### src/rtl/ram8_access_ctrl.sv
// Request sequencer in front of the RAM8 bank: single-word read/write on a
// valid/ready handshake, read-latency wait with a one-cycle response, self-timed clear.
module ram8_access_ctrl #(
  parameter int DATA_WIDTH   = 16,
  parameter int ADDR_WIDTH   = 3,
  parameter int READ_LATENCY = 1
) (
  input  logic                  clk,
  input  logic                  reset,
  input  logic                  req_valid,
  output logic                  req_ready,
  input  logic                  req_write,
  input  logic [ADDR_WIDTH-1:0] req_addr,
  input  logic [DATA_WIDTH-1:0] req_wdata,
  output logic                  resp_valid,
  output logic [DATA_WIDTH-1:0] resp_rdata,
  input  logic                  clear_start,
  output logic                  clear_busy,
  output logic [ADDR_WIDTH-1:0] ram_address,
  output logic [DATA_WIDTH-1:0] ram_in,
  output logic                  ram_load,
  input  logic [DATA_WIDTH-1:0] ram_out
);

  localparam int LAT_W = (READ_LATENCY > 1) ? $clog2(READ_LATENCY) : 1;
  localparam logic [LAT_W-1:0] LAT_LAST = LAT_W'(READ_LATENCY - 1);

  typedef enum logic [2:0] {
    IDLE, WRITE, READ, RESP, CLEAR, RECOVER
  } state_t;

  state_t                state_q, state_d;
  logic [LAT_W-1:0]      lat_q, lat_d;
  logic [ADDR_WIDTH-1:0] clr_q, clr_d;
  logic [ADDR_WIDTH-1:0] addr_q, addr_d;
  logic [DATA_WIDTH-1:0] in_q, in_d;
  logic                  load_q, load_d;
  logic                  resp_valid_q, resp_valid_d;
  logic [DATA_WIDTH-1:0] rdata_q, rdata_d;
  logic                  busy_q, busy_d;

  // Ready is combinational so a clear_start in IDLE blocks the same-cycle handshake.
  assign req_ready   = (state_q == IDLE) && !clear_start && !reset;
  assign resp_valid  = resp_valid_q;
  assign resp_rdata  = rdata_q;
  assign clear_busy  = busy_q;
  assign ram_address = addr_q;
  assign ram_in      = in_q;
  assign ram_load    = load_q;

  always_comb begin
    state_d      = state_q;
    lat_d        = lat_q;
    clr_d        = clr_q;
    addr_d       = addr_q;
    in_d         = in_q;
    load_d       = 1'b0;
    resp_valid_d = 1'b0;
    rdata_d      = rdata_q;
    busy_d       = busy_q;
    case (state_q)
      IDLE: begin
        addr_d = '0;
        in_d   = '0;
        if (clear_start) begin
          state_d = CLEAR;
          clr_d   = '0;
          load_d  = 1'b1;
          busy_d  = 1'b1;
        end else if (req_valid && req_ready) begin
          addr_d = req_addr;
          if (req_write) begin
            state_d = WRITE;
            in_d    = req_wdata;
            load_d  = 1'b1;
          end else begin
            state_d = READ;
            lat_d   = '0;
          end
        end
      end
      WRITE: begin
        state_d = RECOVER;
        addr_d  = '0;
        in_d    = '0;
      end
      READ: begin
        if (lat_q == LAT_LAST) begin
          state_d      = RESP;
          rdata_d      = ram_out;
          resp_valid_d = 1'b1;
          addr_d       = '0;
          lat_d        = '0;
        end else begin
          lat_d = lat_q + 1'b1;
        end
      end
      RESP: state_d = IDLE;
      CLEAR: begin
        if (clr_q == '1) begin
          state_d = RECOVER;
          clr_d   = '0;
          addr_d  = '0;
        end else begin
          clr_d  = clr_q + 1'b1;
          addr_d = clr_q + 1'b1;
          load_d = 1'b1;
        end
      end
      RECOVER: begin
        state_d = IDLE;
        busy_d  = 1'b0;
      end
      default: state_d = IDLE;
    endcase
  end

  always_ff @(posedge clk or posedge reset) begin
    if (reset) begin
      state_q      <= IDLE;
      lat_q        <= '0;
      clr_q        <= '0;
      addr_q       <= '0;
      in_q         <= '0;
      load_q       <= 1'b0;
      resp_valid_q <= 1'b0;
      rdata_q      <= '0;
      busy_q       <= 1'b0;
    end else begin
      state_q      <= state_d;
      lat_q        <= lat_d;
      clr_q        <= clr_d;
      addr_q       <= addr_d;
      in_q         <= in_d;
      load_q       <= load_d;
      resp_valid_q <= resp_valid_d;
      rdata_q      <= rdata_d;
      busy_q       <= busy_d;
    end
  end

endmodule
### config.mk
export PLATFORM = sky130hd
export DESIGN_NAME = ram8_access_ctrl
export DESIGN_NICKNAME = d
export VERILOG_FILES = /design/src/rtl/ram8_access_ctrl.sv
export SDC_FILE = /design/constraint.sdc
export NUM_CORES = 1
export LEC_CHECK = 0
export CAP_MARGIN = 20
export CORE_MARGIN = 4
export CORE_UTILIZATION = 35
export CTS_BUF_LIST = sky130_fd_sc_hd__clkbuf_16
export DETAILED_ROUTE_END_ITERATION = 7
export GPL_TIMING_DRIVEN = 0
export PLACE_DENSITY_LB_ADDON = 0.3
export REMOVE_ABC_BUFFERS = 1
export SETUP_SLACK_MARGIN = 0.05
export SYNTH_ARGS = -nofsm -noshare
export SYNTH_HDL_FRONTEND = slang
export SYNTH_SLANG_ARGS = --single-unit
### constraint.sdc
create_clock -name clk -period 3.94 [get_ports clk]
set_input_delay 0.591 -clock clk [delete_from_list [all_inputs] [get_ports clk]]
set_output_delay 0.591 -clock clk [all_outputs]
set_load 0.01 [all_outputs]
==> results of run 1 <==
==> cells in the mapped netlist (all sizes together) (2+ instances only) <==
| library cell | count | share of area |
|---|---|---|
| a21oi | 5 | 0.014 |
| dfrtp | 44 | 0.60 |
| buf | 8 | 0.042 |
| clkbuf | 2 | 0.0041 |
| a32o | 2 | 0.011 |
| a31oi | 2 | 0.0068 |
| ha | 2 | 0.014 |
| and3 | 2 | 0.0068 |
| nor2b | 3 | 0.010 |
| o21ai | 6 | 0.016 |
| nand3 | 2 | 0.0055 |
| mux2 | 16 | 0.098 |
| a22o | 16 | 0.083 |
| nor2 | 5 | 0.010 |
| inv | 3 | 0.0062 |
==> worst min-delay path by stage <==
stage	start	to	depth (start not counted)
after floorplan	clr_q[1]$_DFFE_PP0P_	clr_q[1]$_DFFE_PP0P_	1
final	ram_in[2]$_DFFE_PP0P_	ram_in[2]$_DFFE_PP0P_	1
after CTS	ram_in[0]$_DFFE_PP0P_	ram_in[0]$_DFFE_PP0P_	1
after global routing	clr_q[1]$_DFFE_PP0P_	clr_q[1]$_DFFE_PP0P_	1
after detailed placement	ram_in[2]$_DFFE_PP0P_	ram_in[2]$_DFFE_PP0P_	1
after global placement	ram_in[4]$_DFFE_PP0P_	ram_in[4]$_DFFE_PP0P_	1
==> layer usage <==
metal / routed length (um) / vias to the layer above
met5: 0 / -
met4: 57 / 0
met3: 453 / 6
met2: 2000 / 52
met1: 1860 / 648
li1: - / 640
==> logic make-up (layout without fill, tap and decap cells) <==
| group | after synthesis | in the layout | synth area share |
|---|---|---|---|
| DFF | 44 | 44 | 0.602 |
| muxes | 16 | 16 | 0.0984 |
| adders and majority gates | 3 | 3 | 0.0191 |
| AOI/OAI and AO/OA | 35 | 35 | 0.148 |
| and+or+nand+nor | 21 | 21 | 0.0752 |
| xor gates and xnor gates | 1 | 1 | 0.00479 |
| buffers and inverters | 13 | 91 | 0.0526 |
==> flip-flops by register name, summed over array words and instances (netlist names) <==
register     cells
clear_busy       1
clr_q            3
ram_address      3
ram_in          16
ram_load         1
resp_rdata      16
resp_valid       1
state_q          3
==> layout by cell type (no fill, tap or decap), drive strengths merged, types with 3 or more instances in the layout <==
cell type      Yosys  layout
clkdlybuf4s50      0      78
o21ai              6       6
clkinv             0       3
mux2              16      16
inv                3       3
a21oi              5       5
a22o              16      16
nor2b              3       3
clkbuf             2       5
dfrtp             44      44
nor2               5       5
==> where the power goes <==
part	internal (mW)	switching (mW)	leakage, nW
sequential	0.593	0.110	0.586
combinational	0.400	0.263	0.571
clock	0.233	0.166	0.0736
total	1.23	0.539	1.23
==> through the flow <==
step	hold WS, ns	power, mW
final	0.499	1.77
after global routing	0.522	1.89
after CTS	0.502	1.79
after detailed placement	0.482	1.38
after global placement	0.484	1.36
after floorplan	0.470	1.02
==> worst reg2reg max path, delay by kind of cell (launching register included) <==
kind             cells  cell delay (ns)
AO/OA/AOI/OAI        1             0.26
AND/OR/NAND/NOR      2             1.09
flip-flops           1             0.59
==> cell type report <==
type / count / share of cell area
clock buffer: 5 / 0.0448
clock inverter: 3 / 0.00672
inverter: 3 / 0.00403
multi-input combinational: 76 / 0.228
sequential: 44 / 0.394
tap: 70 / 0.0313
timing repair buffer: 80 / 0.291
==> metrics.md, run 1 <==
| Metric | Value |
|---|---|
| Status | complete, no violations |
| TritonCTS clock tree | yes |
| Placed inst area | 2650 um^2 |
| DRC | 0 |
| Type of the worst setup path | in2out |
| Vias in the first global route | between 1000 and 1500 |
| Via-per-instance ratio | approximately 4.8 |
| Yosys warning count | 0 |
| TritonCTS buffer count | 5 |
| Setup crit start kind | input pin |
| Cts repair resizes | 0 |
| Multi-input logic area | 638 um^2 |
| # fillers | between 400 and 500 |
| Setup bufs post-CTS | 0 |
| Wire length per cell | 15.5 um |
| Synth Cell Area | roughly 1800 um^2 |
| HP Class | reg2reg |
| M3 GR Usage | 0.0650 |
| Slew @ Worst Pin | between 0.6 and 0.7 ns |
| Die Wd | around 80 um |
| Starting Density | 0.361 |
| Fin worst setup slack | 1.10 ns |
| GR Layer Usage met2 | 0.222 |
| Crit. End Element | output port |
| Synth async-reset ratio | 1.00 |
| Reg-to-reg setup timing slack | 1.94 ns |
| Post-synthesis sequential area ratio | 0.602 |
| Final instance area | approximately 2800 um^2 |
| Site Rows | 26 |
| Post-Route WL | approximately 4.4 mm |
| Number of flops mapped to enable cells by yosys | 0 |
| Most used flip-flop cell after synthesis | dfrtp_1 |
| Max cap viols | 0 |
| First-pass GRT wire length | 7.21 mm |
| RR Endpoint | ram_in[3]$_DFFE_PP0P_ |
| Worst Path Buf+Inv | 2 |
| Pwr Density | between 600 and 700 nW/um^2 |
| Fin Setup TNS | 0 ns |
| Clock Sinks | 44 |
| Area delta synth->final | 52.6% |
| Worst r2r src | state_q[2]$_DFFE_PP0P_ |
| Inserted Diodes | 0 |
| Gate Count Post-Synth | 133 |
| CP startpoint | clear_start |
| Met1 Use GR | 0.185 |
| Final setup fails | 0 |
| Root buffer cell | clkbuf_16 |
| PortBufs | between 70 and 80 |
| Core footprint | 5070 um^2 |
| Longest Clk Path Bufs | 2 |
| Min Tclk post-route | 2.84 ns |
| Crit path cell chain | clkdlybuf4s50_1, or4_1, nor2_1, clkdlybuf4s50_1 |
| FMAX | around 0.35 GHz |
| Final ANT Viol Nets | 0 |
| Tcrit/Tclk final | 0.721 |
| Placed cells | 273 |
| Detailed placement HPWL | 3.20 mm |
| Req. time, crit path | approximately 3.4 ns |
| Crit path to | req_ready |
| Die Ht | approximately 80 um |
| Largest stage delay, worst path | between 0.5 and 0.6 ns |
| Gr ovfl total | 0 |
| Detailed-route via count | 1346 |
| Cell variety after synth | 35 |
| Worst r2r path cells | 3 |
| Gr usage total | 0.146 |
| Largest net degree at the start of global routing | 38 |
| Initial DRC Count | roughly 100 |
| Clk slew on worst S/H paths | 0.06 ns |
| Slew headroom | 0.556 |
| H-tree depth | 2 |
| Syn Area/Cell | 13.8 um^2 |
| Initial antenna violation count | 0 |
| Crit-path max FO | 5 |
| Layout cells sized above 1 | 0.194 |
| Synthesized flop and latch total | 44 |
| RSZ-0062 raised after global routing | false |
| Dpl ws | 1.08 ns |
| Clk Latency, worst-skew pair | between 0.2 and 0.3 ns |
| Routability congestion estimate | 0.771 |
| Total Die Area | 6450 um^2 |
| Slowest CP cell | clkdlybuf4s50_1 |
| Delay-heaviest family, CP | buffers and inverters |
| GR peak layer | met2 |
| Nets | 252 |
| Clock Skews | 0.00484 ns |
| Finished Core Util | 0.551 |
| Number of hold buffers added after CTS | 0 |
| CP Depth | 4 |
| Top-Level Pins | 79 |
| TritonRoute pass-1 iters | 4 |
| Cell repeated most along the worst path | clkdlybuf4s50_1 |
| Data arrival, critical path | about 2.3 ns |
| Peak VDD IR | 340 uV |
| Final Max Tran Viols | 0 |
| FF+latch area | 1100 um^2 |
| Hold Vio Cnt, Final | 0 |
| Non-Filler Instances | between 200 and 300 |
| P_leak | 1.23 nW |
(Power assumes the default switching activity.)
==> inputs of run 2 (changes only) <==
Clock period 3.94 ns to 2.7 ns, I/O delays scaled along.
==> results of run 2 <==
The final DEF is identical to that of run 1. Status: complete, no violations.
Main changes from that run: setup slack after placement 1.08 ns -> 0.213 ns; setup slack after layout 1.10 ns -> 0.182 ns; hold slack 0.499 ns -> 0.413 ns; start point of the critical path clear_start -> state_q[2]$_DFFE_PP0P_; register-to-register setup slack 1.94 ns -> 0.70 ns; total power 1.77 mW -> 2.58 mW; worst IR drop on VDD 340 uV -> 497 uV
==> edit: new RTL, config.mk and constraints of run 2 <==
Take the reset off `in_q` and `rdata_q` and load them in a clocked block of their own.
--- a/src/rtl/ram8_access_ctrl.sv
+++ b/src/rtl/ram8_access_ctrl.sv
@@ -123,6 +123,4 @@
       addr_q       <= '0;
-      in_q         <= '0;
       load_q       <= 1'b0;
       resp_valid_q <= 1'b0;
-      rdata_q      <= '0;
       busy_q       <= 1'b0;
@@ -133,6 +131,4 @@
       addr_q       <= addr_d;
-      in_q         <= in_d;
       load_q       <= load_d;
       resp_valid_q <= resp_valid_d;
-      rdata_q      <= rdata_d;
       busy_q       <= busy_d;
@@ -141,2 +137,7 @@
 
+  always_ff @(posedge clk) begin
+    in_q    <= in_d;
+    rdata_q <= rdata_d;
+  end
+
 endmodule
Formal check against the unedited RTL: differs if reset is asserted again (counterexample within 4 cycles, from zero or initial values and one cycle with reset high); with reset held inactive, the same outputs for 10 cycles.
==> edit against run 2 <==
- final area is 2.1% lower
- first-iteration DRC count decreased by 44%
- worst setup slack improved by 0.013 ns
- largest power group unchanged
- synthesized area down 6.2%
- cell count decreased by 7.1%
- sequential cell count did not move
- routed wire length down 9.2%
- total power shrank 8.3%
==> edit: results (changes against run 2) <==
Post-synth EDFFs 32 (+32); status completed; Lkg Pwr 1.05 nW (-15%); # fillers 393 (-13%); clk buf depth 2 (unchanged); Worst slew margin 55.7% (+0.15 points); VDD IR max 0.463 mV (-6.7%); CTS resizes 0 (unchanged); top cells by area, synth edfxtp_1 (56%), dfrtp_1 (17%), and2_1 (6.2%), ha_1 (1.5%), o21ai_0 (1.5%); clk_skew 0.00263 ns (-0.00220 ns); worst-skew pair later-pin latency 0.28 ns (about the same); Routed WL 3960 um (-9.2%); htree depth 2 (unchanged); detailed-placement wirelength estimate 2970 um (-7.2%); vias in the first global route 1170 (-21%); Async SR Flop Fraction 27.3% (-73 points); largest net degree at the start of global routing 18 (-53%); Synth cell types 33 (-5.7%); CTS root buf clkbuf_16; Synth top area share 55.9% (-4.2 points); Sequential Power Share 42.8% (+3.0 points); worst path arrival time 2.10 ns; most frequent cells after synthesis edfxtp_1 (32), and2_1 (17), dfrtp_1 (12), o21ai_0 (5); worst min-delay path class in -> async; post-synthesis sequential area ratio 73.4% (+13 points); sw frac 27.2% (-3.3 points); fin nets 235 (-6.7%); total power 2.36 mW (-8.3%); Clk. pwr 0.659 mW (+13%); final-report max-slew violation count 0 (unchanged); Total GRT Usage 13.1% (-1.5 points); First DRT Iteration DRCs 55 (-44%); layout cells sized above 1 6.70% (-13 points); Worst Path Max Fanout 15 (-3); via/cell ratio 4.63 (-3.3%); wire length of the first global-routing pass 6060 um (-16%); Final GP Congestion 0.836 (+8.4%)
[edit: kinds of logic after synthesis]
group | Yosys count | share of synthesized area, %
xor gates and xnor gates | 1 | 0.510
and+or+nand+nor | 34 | 13.0
adders and majority gates | 3 | 2.04
muxes | 1 | 0.583
AOI/OAI and AO/OA | 19 | 7.28
buffers and inverters | 9 | 3.20
DFF | 44 | 73.4
[edit: worst max-delay path: cells and delay by family, from the launching register on]
family	cells	cell delay (ns)
buffers and inverters	1	0.54
flip-flops	1	0.57
AND/OR/NAND/NOR	2	0.71
[edit: final cells by class]
cell class              count  area share, %
flip-flops and latches     44           46.1
repair buffers             80           29.4
multi-input cells          58           14.9
clock buffers               5           4.58
well taps                  67           3.07
clock inverters             3           1.42
inverters                   4          0.549
[edit: routing by layer]
layer  global-route usage, %  up-vias  wire length, um
li1                        -      568                -
met1                    15.6      581             1690
met2                    21.6       58             1920
met3                    4.59        2              329
met4                    5.24        0               24
met5                       0        -                0
[edit: worst paths after layout]
check / slack [ns] / startpoint / endpoint / depth (start not counted)
worst max-delay path: 0.20 / state_q[2] / req_ready / 3
worst min-delay path: 0.51 / reset / ram_address[0] / 2
worst max register to register: 0.87 / state_q[2] / ram_in[13] / 3
worst min register to register: 0.52 / ram_address[1] / ram_address[1] / 1
max in group asynchronous: 1.88 / reset / ram_load / 2
min in group clk: 0.52 / ram_address[1] / ram_address[1] / 1
[edit: metrics by stage]
stage               cell area (um^2)  util (%)  instances  worst slack, ns
CTS                             2730      57.5        261            0.188
global route                    2730      57.5        261            0.124
finish                          2730      57.5        261            0.195
detailed placement              2570      54.1        253            0.211
floorplan                       1680         -        106            0.389
global placement                2540      53.5        251           -0.133
